$ cat config.mk
export PLATFORM = sky130hd
export DESIGN_NAME = wb_port_arbiter
export DESIGN_NICKNAME = d
export VERILOG_FILES = /design/src/rtl/wb_port_arbiter_pkg.sv /design/src/rtl/wb_hold_buf.sv /design/src/rtl/wb_port_arbiter.sv
export SDC_FILE = /design/constraint.sdc
export NUM_CORES = 1
export LEC_CHECK = 0
export CORE_MARGIN = 10
export CORE_UTILIZATION = 40
export DETAILED_ROUTE_END_ITERATION = 6
export PLACE_DENSITY = 0.79
export RECOVER_POWER = 25
export SKIP_CTS_REPAIR_TIMING = 1
export SLEW_MARGIN = 20
export SYNTH_ARGS = -nofsm -noshare
export SYNTH_HDL_FRONTEND = slang
export SYNTH_SLANG_ARGS = --single-unit
$ cat constraint.sdc
create_clock -name clk -period 4.75 [get_ports clk]
set_input_delay 0.475 -clock clk [delete_from_list [all_inputs] [get_ports clk]]
set_output_delay 0.475 -clock clk [all_outputs]
set_load 0.01 [all_outputs]
$ cat src/rtl/wb_port_arbiter_pkg.sv
// Shared types and constants for the register-file write-port arbiter.
package wb_port_arbiter_pkg;

   localparam int REG_ADDR_W = 5;
   localparam int DATA_W     = 32;
   localparam int CNT_W      = 4;

   localparam logic [REG_ADDR_W-1:0] REG_ZERO = 5'd0;

   // IDLE: buffer empty; WAIT: buffer full and contending; STALL: pipeline frozen
   typedef enum logic [1:0] {
      ST_IDLE  = 2'd0,
      ST_WAIT  = 2'd1,
      ST_STALL = 2'd2
   } arb_state_t;

endpackage

$ cat src/rtl/wb_hold_buf.sv
// One-entry holding buffer for an MDU result waiting for the write port.
// Load and clear are never asserted together by the arbiter; load wins if so.
module wb_hold_buf
   import wb_port_arbiter_pkg::*;
(
   input  logic                  clk,
   input  logic                  rst,
   input  logic                  load,
   input  logic                  clear,
   input  logic [REG_ADDR_W-1:0] load_addr,
   input  logic [DATA_W-1:0]     load_data,
   output logic                  valid,
   output logic [REG_ADDR_W-1:0] addr,
   output logic [DATA_W-1:0]     data
);

   // Capture on load; an empty buffer reads back zero address and data.
   always_ff @(posedge clk or posedge rst) begin
      if (rst) begin
         valid <= 1'b0;
         addr  <= REG_ZERO;
         data  <= '0;
      end else if (load) begin
         valid <= 1'b1;
         addr  <= load_addr;
         data  <= load_data;
      end else if (clear) begin
         valid <= 1'b0;
         addr  <= REG_ZERO;
         data  <= '0;
      end
   end

endmodule

$ cat src/rtl/wb_port_arbiter.sv
// Write-port arbiter: pipeline writeback has priority, MDU results wait in a
// one-entry buffer, and a starvation counter forces a one-cycle stall so the
// buffered result always drains.
//
// Handshake: an MDU result transfers on a rising edge where
// mdu_valid && mdu_ready; mdu_ready depends only on state, never on mdu_valid.
module wb_port_arbiter
   import wb_port_arbiter_pkg::*;
#(
   parameter int STARVE_LIMIT = 4
) (
   input  logic        clk,
   input  logic        rst,
   input  logic        pl_wena,
   input  logic [4:0]  pl_waddr,
   input  logic [31:0] pl_wdata,
   input  logic        mdu_valid,
   input  logic [4:0]  mdu_waddr,
   input  logic [31:0] mdu_wdata,
   output logic        mdu_ready,
   output logic        pl_stall,
   output logic        hb_valid,
   output logic [4:0]  hb_addr,
   output logic        w1_ena,
   output logic [4:0]  w1_addr,
   output logic [31:0] w1_data,
   output logic [1:0]  dbg_state
);

   localparam logic [CNT_W-1:0] LIMIT_C = CNT_W'(STARVE_LIMIT);

   arb_state_t       state;
   logic [CNT_W-1:0] cnt;
   logic [CNT_W-1:0] cnt_inc;

   logic             pl_req;
   logic             accept;
   logic             grant_pl;
   logic             grant_hb;
   logic             waw_drop;
   logic             hb_load;
   logic             hb_clear;
   logic [31:0]      hb_data;

   // Moore outputs decoded straight from the state register.
   assign mdu_ready = (state == ST_IDLE);
   assign pl_stall  = (state == ST_STALL);
   assign dbg_state = state;

   // Decide who owns the port this cycle and how the buffer moves.
   always_comb begin
      pl_req   = pl_wena && (pl_waddr != REG_ZERO);
      accept   = mdu_valid && (state == ST_IDLE) && (mdu_waddr != REG_ZERO);
      cnt_inc  = cnt + 4'd1;
      grant_pl = 1'b0;
      grant_hb = 1'b0;
      waw_drop = 1'b0;
      case (state)
         ST_IDLE: begin
            grant_pl = pl_req;
         end
         ST_WAIT: begin
            if (pl_req) begin
               grant_pl = 1'b1;
               // younger pipeline value to the same register supersedes the buffer
               waw_drop = (pl_waddr == hb_addr);
            end else begin
               grant_hb = 1'b1;
            end
         end
         ST_STALL: begin
            grant_hb = 1'b1;
         end
         default: begin
            grant_pl = 1'b0;
         end
      endcase
      hb_load  = accept;
      hb_clear = grant_hb || waw_drop;
   end

   // Drive the regfile port from the granted source, zero when idle.
   always_comb begin
      w1_ena  = grant_pl || grant_hb;
      w1_addr = REG_ZERO;
      w1_data = '0;
      if (grant_pl) begin
         w1_addr = pl_waddr;
         w1_data = pl_wdata;
      end else if (grant_hb) begin
         w1_addr = hb_addr;
         w1_data = hb_data;
      end
   end

   // Arbitration FSM and starvation counter.
   always_ff @(posedge clk or posedge rst) begin
      if (rst) begin
         state <= ST_IDLE;
         cnt   <= '0;
      end else begin
         case (state)
            ST_IDLE: begin
               if (accept) begin
                  state <= ST_WAIT;
                  cnt   <= '0;
               end
            end
            ST_WAIT: begin
               if (!pl_req || waw_drop) begin
                  state <= ST_IDLE;
                  cnt   <= '0;
               end else begin
                  cnt <= cnt_inc;
                  if (cnt_inc == LIMIT_C) begin
                     state <= ST_STALL;
                  end
               end
            end
            ST_STALL: begin
               state <= ST_IDLE;
               cnt   <= '0;
            end
            default: begin
               state <= ST_IDLE;
               cnt   <= '0;
            end
         endcase
      end
   end

   wb_hold_buf u_hold_buf (
      .clk       (clk),
      .rst       (rst),
      .load      (hb_load),
      .clear     (hb_clear),
      .load_addr (mdu_waddr),
      .load_data (mdu_wdata),
      .valid     (hb_valid),
      .addr      (hb_addr),
      .data      (hb_data)
   );

endmodule

==> results_dict.tcl <==
set metrics [dict create \
    hp-class "reg -> reg" \
    regToRegStartpoint "dbg_state[0]" \
    final.setup.tns_ps 0 \
    crit_family "simple AND/OR/NAND/NOR gates" \
    max_freq_mhz 269 \
    yosysSeqAreaShare_pct 48.9 \
    track_usage_pct 15.4 \
    finalCoreUtilization_pct 66.8 \
    slowest_stage "nor2_4" \
    yosys.cell_count.top_type "a22o_1" \
    ant_nets 0 \
    syn-num-nets 277 \
    rows 27 \
    cp_max_fo 37 \
    hpwlAfterDp_um 5560 \
    synth_ff_type "dfrtp_1" \
    start_util_pct 41.1 \
    r2r_cells 7 \
    tightest_slew_ps 2300 \
    drtIter0Drc 56 \
    syn_inst 194 \
    relSlewSlack_pct -53.2 \
    post-route-period-util_pct 78.2 \
    critPathMaxStageDelay_ps 630 \
    routed_via_density 5.41 \
    fin_worst_skew_ps 8.64 \
    synth_top_area_share_pct 48.9 \
    nNetsFinal 397 \
    reg2reg_to "u_hold_buf.addr[0]" \
    vias 2094 \
    cts_tree "done" \
    fin_cells 387 \
    yosysWarnings 0 \
    grt_pass1_wl_um 11200 \
    coreArea_um2 5470 \
    startpoint_type "primary input" \
    cts_max_path_buffers 2 \
    dieArea_um2 9020 \
    cts_num_sinks 44 \
    io_pins 126 \
    whs_path_depth 1 \
    dp.cells 379 \
    r2r_slack_ps 2520 \
    rsz0062_at_grt "false" \
    path_clk_slew_ps 90 \
    grt_pass1_vias 2119 \
    async_flop_share_pct 100 \
    syn_area_um2 2250 \
    cts_buffers 5 \
    synth-edff-count 0 \
    grt_max_degree 45 \
    place_congestion 0.816 \
    drv_cap 1 \
    wire_per_inst_um 18.8 \
    finalWirelength_um 7260 \
    antenna_cells 0 \
    fillers 447 \
    ir_drop_mv 0.245 \
    cts-root-buf "clkbuf_8" \
    outcome "finished with violations" \
    syn-mean-instance-area_um2 11.6 \
    cp.required_ps 4280 \
    ys_ff_latch 44 \
    clk-insertion-delay-late_ps 290 \
    drc 0 \
    dieWidth_um 95.0 \
    grt-ovfl-total 0 \
    cp_num_buf_inv 2 \
    die-height_um 95.0 \
    cellLeakagePower_nw 1.57 \
    htreeDepth 2 \
    synth_common_cells "76 x a22o_1, 44 x dfrtp_1, 7 x clkbuf_1, 7 x o21ai_0" \
    portBuffers 125 \
    dr.pass1.iters 5 \
    hold_end "u_hold_buf.valid" \
    synth.area.top_cells "dfrtp_1 49%, a22o_1 30%, ha_1 2.8%" \
    period_needed_ps 3710 \
    end_kind "primary output" \
    setup_viol 0 \
    crit_chain "clkdlybuf4s50_1, or4_4, o21ai_2, nor2_2, nor2_4, a22o_1, clkdlybuf4s50_1" \
    antenna_found_initial 0 \
    maxSlewViolCount 45 \
    violations "capacitance limit, slew limit" \
    p_per_area_nw_per_um2 497 \
    crit_top_cell "clkdlybuf4s50_1" \
    yosysUniqueCellTypes 31 \
    area_delta_synth_final_pct 62.4 \
    drive_gt1_share_pct 5.40 \
    min-delay-start "u_hold_buf.valid" \
    finalHoldViolCount 0 \
    critPathKind "in -> out" \
    crit_arrival_ps 3240 \
    yosysTopAreaCell "dfrtp_1" \
]
==> cell families after synthesis <==
family                     Yosys count  synth area share (%)
xor gates and xnor gates             5                  1.95
adders and majority gates            5                  2.78
muxes                                1                 0.501
and+or+nand+nor                     22                  5.73
AOI/OAI and AO/OA                   96                  35.3
DFF                                 44                  48.9
buffers and inverters               21                  4.84
==> cell usage in the layout (no fill, tap or decap), types with 2 or more instances in the layout <==
cell type,Yosys,final
clkdlybuf4s50_1,0,124
a22o_1,76,76
dfrtp_1,44,44
o21ai_0,7,7
clkbuf_8,0,6
nor2_1,6,5
xor2_1,5,5
ha_1,5,5
inv_1,5,4
a21oi_1,4,4
nor2b_1,4,3
nand2_1,3,3
buf_4,0,3
a21o_1,2,2
==> per-layer routing <==
layer  vias up  global-route usage, %  wire length [um]
li1       1002                      -                 -
met1      1010                   19.4              3170
met2        80                   25.3              3480
met3         2                   5.55               587
met4         0                   2.62                23
met5         -                      0                 0
==> worst max-delay path by stage <==
stage	startpoint	end	cells after the start
after floorplan	pl_waddr[1]	w1_addr[0]	6
after global placement	pl_waddr[2]	w1_addr[0]	7
after detailed placement	pl_waddr[1]	w1_data[17]	7
after CTS	pl_waddr[1]	w1_data[17]	7
after global routing	pl_waddr[1]	w1_data[5]	7
final	pl_waddr[1]	w1_data[17]	7
==> flip-flops by register name, summed over array words and instances (netlist names) <==
register / flops
cnt: 4
dbg_state: 2
u_hold_buf.addr: 5
u_hold_buf.data: 32
u_hold_buf.valid: 1
==> per-stage QoR <==
step | power (mW) | worst slack, ps | hold slack (ps) | area [um2]
after global placement | 1.52 | 1090 | 460 | 3540
final | 1.82 | 1040 | 482 | 3650
after floorplan | 1.14 | 2390 | 467 | 2250
after global routing | 1.94 | 820 | 497 | 3650
after detailed placement | 1.53 | 1010 | 467 | 3540
after CTS | 1.84 | 998 | 488 | 3660
==> final cells by class <==
| cell class | instances | area (um2) | area share, % |
|---|---|---|---|
| multi-input combinational | 129 | 1040 | 28.6 |
| timing repair buffer | 129 | 1280 | 35.0 |
| clock buffer | 6 | 82.6 | 2.26 |
| sequential | 44 | 1100 | 30.1 |
| tap | 72 | 90.1 | 2.47 |
| inverter | 5 | 18.8 | 0.514 |
| clock inverter | 2 | 38.8 | 1.06 |
==> power breakdown <==
part	internal, mW	total, mW	switching [mW]
Combinational	0.482	0.849	0.367
Clock	0.172	0.298	0.126
Sequential	0.543	0.669	0.126
Total	1.20	1.82	0.619
Note: power is estimated with default switching activity, not from simulation.
